[config.mk]
export PLATFORM = sky130hd
export DESIGN_NAME = fb_sweep_scheduler
export DESIGN_NICKNAME = d
export VERILOG_FILES = /design/src/rtl/fb_sched_pkg.sv /design/src/rtl/sweep_watchdog.sv /design/src/rtl/fb_sweep_scheduler.sv
export SDC_FILE = /design/constraint.sdc
export NUM_CORES = 1
export LEC_CHECK = 0
export ABC_AREA = 1
export CAP_MARGIN = 5
export CORE_UTILIZATION = 55
export CTS_BUF_LIST = sky130_fd_sc_hd__clkbuf_8
export DETAILED_ROUTE_END_ITERATION = 10
export DONT_BUFFER_PORTS = 1
export PLACE_DENSITY = 0.82
export SLEW_MARGIN = 20
export SYNTH_ARGS = -nofsm -noshare
export SYNTH_HDL_FRONTEND = slang
export SYNTH_SLANG_ARGS = --single-unit
[constraint.sdc]
create_clock -name pixel_clk_in -period 2.9 [get_ports pixel_clk_in]
set_input_delay 0.145 -clock pixel_clk_in [delete_from_list [all_inputs] [get_ports pixel_clk_in]]
set_output_delay 0.145 -clock pixel_clk_in [all_outputs]
set_load 0.1 [all_outputs]
[src/rtl/fb_sched_pkg.sv]
// Shared state encoding and handshake codes for the frame-buffer sweep scheduler.
package fb_sched_pkg;

  typedef enum logic [2:0] {
    IDLE,
    START,
    RENDER,
    WAIT_SWAP,
    SWAP
  } sched_state_t;

  localparam logic [1:0] FB_RTS_NONE     = 2'b00;
  localparam logic [1:0] FB_RTS_RENDERED = 2'b01;
  localparam logic [1:0] FB_RTS_SWAP     = 2'b11;

endpackage

[src/rtl/sweep_watchdog.sv]
// Counts cycles while a sweep renders; flags the cycle in which the budget runs out.
module sweep_watchdog #(
  parameter logic [23:0] SWEEP_TIMEOUT = 24'd2_000_000
) (
  input  logic pixel_clk_in,
  input  logic rst_in,
  input  logic clear,
  input  logic enable,
  output logic expired
);

  logic [23:0] count_reg;

  always_ff @(posedge pixel_clk_in or posedge rst_in) begin
    if (rst_in) begin
      count_reg <= '0;
    end else if (clear) begin
      count_reg <= '0;
    end else if (enable) begin
      count_reg <= count_reg + 24'd1;
    end
  end

  // Combinational so the scheduler can abandon the sweep in the same cycle.
  assign expired = enable && (count_reg == SWEEP_TIMEOUT - 24'd1);

endmodule

[src/rtl/fb_sweep_scheduler.sv]
// Frame scheduler: starts DDA sweeps, waits for the last pixel, swaps the
// double-buffered frame buffer on a display frame boundary.
module fb_sweep_scheduler
  import fb_sched_pkg::*;
#(
  parameter logic [23:0] SWEEP_TIMEOUT = 24'd2_000_000,
  parameter int          CNT_WIDTH     = 16
) (
  input  logic                 pixel_clk_in,
  input  logic                 rst_in,
  input  logic                 run_in,
  input  logic                 display_frame_end_in,
  input  logic                 ray_last_pixel_in,
  output logic                 sweep_start_out,
  output logic [1:0]           fb_ready_to_switch_out,
  output logic                 write_buf_sel_out,
  output logic                 read_buf_sel_out,
  output logic [CNT_WIDTH-1:0] frame_count_out,
  output logic [CNT_WIDTH-1:0] dropped_frames_out,
  output logic                 timeout_err_out,
  output logic                 busy_out
);

  sched_state_t state_reg, state_next;
  logic         sweep_start_next;
  logic [1:0]   rts_next;
  logic         busy_next;
  logic         wd_expired;

  sweep_watchdog #(.SWEEP_TIMEOUT(SWEEP_TIMEOUT)) u_watchdog (
    .pixel_clk_in (pixel_clk_in),
    .rst_in       (rst_in),
    .clear        (state_reg == START),
    .enable       (state_reg == RENDER),
    .expired      (wd_expired)
  );

  // State register; the state-decoded outputs are registered alongside it.
  always_ff @(posedge pixel_clk_in or posedge rst_in) begin
    if (rst_in) begin
      state_reg              <= IDLE;
      sweep_start_out        <= 1'b0;
      fb_ready_to_switch_out <= FB_RTS_NONE;
      busy_out               <= 1'b0;
    end else begin
      state_reg              <= state_next;
      sweep_start_out        <= sweep_start_next;
      fb_ready_to_switch_out <= rts_next;
      busy_out               <= busy_next;
    end
  end

  // A finished sweep outranks a watchdog expiry landing in the same cycle.
  always_comb begin
    state_next = state_reg;
    case (state_reg)
      IDLE:      if (run_in && display_frame_end_in) state_next = START;
      START:     state_next = RENDER;
      RENDER: begin
        if (ray_last_pixel_in) begin
          state_next = display_frame_end_in ? SWAP : WAIT_SWAP;
        end else if (wd_expired) begin
          state_next = START;
        end
      end
      WAIT_SWAP: if (display_frame_end_in) state_next = SWAP;
      SWAP:      state_next = run_in ? START : IDLE;
      default:   state_next = IDLE;
    endcase
  end

  // Decoded from the next state so each output lines up with the state it belongs to.
  always_comb begin
    sweep_start_next = (state_next == START);
    busy_next        = (state_next != IDLE);
    case (state_next)
      WAIT_SWAP: rts_next = FB_RTS_RENDERED;
      SWAP:      rts_next = FB_RTS_SWAP;
      default:   rts_next = FB_RTS_NONE;
    endcase
  end

  always_ff @(posedge pixel_clk_in or posedge rst_in) begin
    if (rst_in) begin
      write_buf_sel_out  <= 1'b0;
      read_buf_sel_out   <= 1'b1;
      frame_count_out    <= '0;
      dropped_frames_out <= '0;
      timeout_err_out    <= 1'b0;
    end else begin
      if (state_reg == SWAP) begin
        write_buf_sel_out <= ~write_buf_sel_out;
        read_buf_sel_out  <= write_buf_sel_out;
        frame_count_out   <= frame_count_out + CNT_WIDTH'(1);
      end
      if (state_reg == RENDER && display_frame_end_in && !ray_last_pixel_in &&
          dropped_frames_out != '1) begin
        dropped_frames_out <= dropped_frames_out + CNT_WIDTH'(1);
      end
      if (state_reg == RENDER && !ray_last_pixel_in && wd_expired) begin
        timeout_err_out <= 1'b1;
      end
    end
  end

endmodule
Yosys cells after proc, flatten, opt, wreduce, memory -nomap -nowiden
Cells that the tools add are included.
W data, S select, Z words.
- register bits after elaboration: 66
- input bits: 5
- logic and storage cells: 44
- add/sub/neg operators: 3
- equality and inequality tests: 9
- multiplexer cells: 10
- bitwise operators: 1
- reduce and logical (&&, ||, !) cells: 11
- operator list (kind ; count):
    $mux W24 ; 2
    $add A16 B1 Y16 const B ; 2
    $add A24 B1 Y24 const B ; 1
    $eq A24 B21 Y1 const B ; 1
    $ne A16 B16 Y1 const B ; 1
    $mux W3 ; 5
    $pmux W3 S5 ; 1
    $eq A3 B2 Y1 const B ; 3
    $logic_and A1 B1 Y1 ; 7
    $eq A3 B1 Y1 const B ; 2
    $eq A3 B3 Y1 const B ; 2
    $pmux W2 S2 ; 1
    $logic_not A3 Y1 ; 1
    $reduce_bool A3 Y1 ; 1
    $reduce_bool A2 Y1 ; 1
    $logic_not A1 Y1 ; 1
    $mux W1 ; 1
    $not A1 Y1 ; 1

Longest topological paths before layout
- word-level depth: 7
- gate-level depth with buffers: 11
- mapped depth without buffers: 11

Hierarchy
Synthesis repeated with hierarchy kept, for this count alone.
- cell total of the unflattened synthesis: 513
- area total of the unflattened synthesis: 3857.4 µm²
- by module, submodules not included (module ; times used ; cells an instance ; area each (µm²)):
    fb_sweep_scheduler ; 1 ; 301 ; 2378.5
    sweep_watchdog ; 1 ; 212 ; 1478.9

Worst setup path after synthesis
No wires, ideal clock.
- kind: reg-to-reg
- start: register dropped_frames_out[0]
- end: register dropped_frames_out[14]
- data arrival time: 2.178 ns
- data required time: 2.823 ns
- path slack: 0.644 ns
- stages on the path, launching flop included: 9
- buffers on the path: 1
- period minus slack after synthesis: 2.256 ns
- cell sequence: dfrtp_1 > ha_1 > inv_1 > nor2_4 > nand2_2 > o21ai_4 > buf_6 > nand2_1 > o21ai_1
- longest elaborated chain between the ends: 2
- elaborated cells between the ends (all ways): 3
- ends and longest elaborated chain (what ; RTL line ; RTL):
    start, declared ; fb_sweep_scheduler.sv:19 ; output logic [CNT_WIDTH-1:0] dropped_frames_out,
    start signal, assigned ; fb_sweep_scheduler.sv:98 ; dropped_frames_out <= dropped_frames_out + CNT_WIDTH'(1);
    parallel branches: the longest is 2 deep, another holds $add A16 B1 Y16 ; n/a ;
Parallel ways; which one is timed is not known.
A chain may end at the register's enable or synchronous reset.

Final worst setup path
- start: register dropped_frames_out[3]
- end: register dropped_frames_out[15]
The elaborated chain is that of the path after synthesis.

==> impl_metrics.json <==
{
  "drt-initial-drc-count": 244,
  "setup_violations": 0,
  "worst-r2r-setup-slack_ns": 0.87,
  "cts_tree": "yes",
  "fp-row-count": 29,
  "synth.avg_cell_area_um2": 7.63,
  "setup_tns_ns": 0,
  "die_y_um": 83.8,
  "clk_pin_slew_worst_paths_ns": 0.07,
  "drive_gt1_frac": 0.153,
  "ctsRootBufferMaster": "clkbuf_8",
  "yosys.area.top_type_share": 0.442,
  "critPathKind": "flip-flop to flip-flop",
  "cellLeakagePower_nw": 2.09,
  "max_slew.worst_pin.slew_ns": 0.932,
  "nets": 534,
  "arrival_ns": 2.25,
  "core_area_um2": 6390,
  "htreeDepth": 3,
  "dr_total_vias": 3246,
  "cp-start-kind": "flip-flop",
  "drt-total-wl_um": 8020,
  "synth_area_leader_cell": "dfrtp_1",
  "largest_reg_flops": 24,
  "ys_warn_count": 0,
  "fmax_ghz": 0.493,
  "slew_violations": 0,
  "post_cts_buffers": 0,
  "yosysUniqueCellTypes": 35,
  "syn-instance-count": 482,
  "grtUsageTotal": 0.249,
  "ir_worst_vdd_uv": 682,
  "fillers": 500,
  "period_needed_ns": 2.03,
  "grt_pass1_vias": 3324,
  "syn_nets": 490,
  "gp_congestion": 0.876,
  "worstHoldStart": "display_frame_end_in",
  "place_inst": 589,
  "areaGrowthSynthToFinish_pct": 15.9,
  "die_w_um": 83.8,
  "maxCapViolations": 0,
  "multi_input_area_um2": 1750,
  "num_io_pins": 44,
  "grt_pass1_wl_um": 14000,
  "clockBufferDepth": 2,
  "hold_viol": 0,
  "max_slew_margin": 0.378,
  "synth-seq-area-share": 0.450,
  "finalCritPeriodShare": 0.699,
  "finClkSkew_ns": 0.00937,
  "vias_per_cell": 5.34,
  "synthTopCellsByArea": "dfrtp_1 44%, nand2_1 13%, nor2_1 7.7%, inv_1 6.2%, xor2_1 4.3%",
  "firstDrtPassIters": 4,
  "antenna_left": 0,
  "cts_made_buffers": 9,
  "cp-startpoint": "dropped_frames_out[3]$_DFFE_PP0P_",
  "cp-end-kind": "flip-flop",
  "grt_remaining_overflow": 0,
  "rsz0062_at_grt": "false",
  "syn_area_um2": 3680,
  "wl_per_cell_um": 13.2,
  "seqCellArea_um2": 1650,
  "portBuffers": 0,
  "drc": 0,
  "stdcell_count": 608,
  "cp_max_fo": 19,
  "initial_utilization": 0.576,
  "clkLatencyLatePin_ns": 0.34,
  "cts_sinks": 66,
  "synth-seq-cells": 66,
  "power_density_nw_per_um2": 779,
  "hp-class": "primary input to flip-flop",
  "die-area_um2": 7010,
  "r2r-start": "dropped_frames_out[3]$_DFFE_PP0P_",
  "diodes": 0,
  "worstPathRequired_ns": 3.12,
  "grt_max_degree": 50,
  "hpwlAfterDp_um": 5910,
  "status": "finished, final reports clean",
  "antenna_found_initial": 0
}
[final cells by class]
class                           count  share of cell area
Timing Repair Buffer               37              0.0669
Sequential cell                    66               0.388
Tap cell                           77              0.0226
Inverter                           66              0.0584
Clock buffer                       10              0.0323
Multi-Input combinational cell    346               0.411
Clock inverter                      6              0.0211
[worst max-delay path, cell delays in order (launching register included)]
cell	delay [ns]
dfrtp_1	0.32
buf_4	0.30
nand2_1	0.16
nor2_4	0.17
nand2_2	0.11
o21ai_4	0.46
inv_2	0.19
nand2_1	0.12
o21ai_1	0.07
[routing by layer]
metal | GRT usage | vias to the layer above | share of wire
li1 | - | 1613 | -
met1 | 0.284 | 1527 | 0.42
met3 | 0.0554 | 26 | 0.048
met2 | 0.431 | 80 | 0.50
met4 | 0.140 | 0 | 0.028
met5 | 0 | - | 0
[placed cells by master (no fill, tap or decap), types with 2 or more instances in the layout]
master	count
buf_4	34
nand3_2	2
nor2_4	6
bufinv_16	2
xnor2_1	8
nand2_1	129
clkinv_2	2
nor3_1	11
nand4_1	15
o21ai_0	16
inv_2	5
a211oi_1	2
dlygate4sd3_1	3
xor2_1	18
o21ai_1	5
nand2_2	6
clkbuf_8	10
inv_1	60
nand3_1	22
nand2_4	2
nor3_2	3
nor2_2	2
a21oi_1	11
nor2_1	75
dfrtp_1	65
clkinv_4	2
ha_1	3
[synthesized netlist by cell type]
library cell	count
a31oi_1	1
nor3b_1	1
nand3_1	22
dfrtp_1	65
nor2_1	75
nor3_1	11
buf_2	2
clkbuf_1	1
nand3_2	2
inv_2	5
or2_1	1
o211ai_1	1
a22o_1	1
dfstp_2	1
nand2_2	6
xor2_1	18
nand4_1	15
nand2_4	2
buf_6	1
inv_1	61
a21oi_1	11
xnor2_1	8
xnor2_2	1
nor2_4	6
ha_1	3
nor3_2	3
nor2_2	2
o21ai_1	5
nor4_2	1
nand2_1	129
o21ai_4	1
a211oi_1	2
o21ai_0	16
o31ai_1	1
and3_1	1
[timing repair]
item                       4_1_cts  5_1_grt
hold buffers                     3        0
setup endpoints to repair        0        0
gates resized for setup          0        0
hold endpoints to repair        50        0
[path summary, 6_finish.rpt]
check,endpoint,cells after the start
worst max-delay path,dropped_frames_out[15]$_DFFE_PP0P_,8
worst min-delay path,state_reg[0]$_DFF_PP0_,4
worst max register to register,dropped_frames_out[15]$_DFFE_PP0P_,8
worst min register to register,frame_count_out[11]$_DFFE_PP0N_,1
max in group asynchronous,u_watchdog.count_reg[4]$_DFFE_PP0P_,3
min in group asynchronous,frame_count_out[7]$_DFFE_PP0N_,2
[per-stage QoR]
stage | total power [W] | cell area (µm²) | setup WS (ns) | hold slack (ns) | utilization
after floorplan | 0.00225 | 3680 | 0.644 | 0.298 | -
after global placement | 0.00244 | 4000 | 0.977 | 0.312 | 0.627
after detailed placement | 0.00246 | 4000 | 0.888 | 0.311 | 0.627
after CTS | 0.00333 | 4260 | 0.861 | 0.0588 | 0.667
after global routing | 0.00347 | 4260 | 0.696 | 0.0729 | 0.667
final | 0.00332 | 4260 | 0.873 | 0.0768 | 0.667
[power by group]
group / internal, W / switching, W
Clock: 0.000508 / 0.000356
Combinational: 0.000232 / 0.000813
Sequential: 0.00104 / 0.000368
Total: 0.00178 / 0.00154
[cell families after synthesis]
family                     synth area share
buffers and inverters                0.0742
xor gates and xnor gates             0.0664
adders and majority gates            0.0102
AOI/OAI and AO/OA                    0.0602
DFF                                   0.450
and+or+nand+nor                       0.339
(Power assumes the default switching activity.)
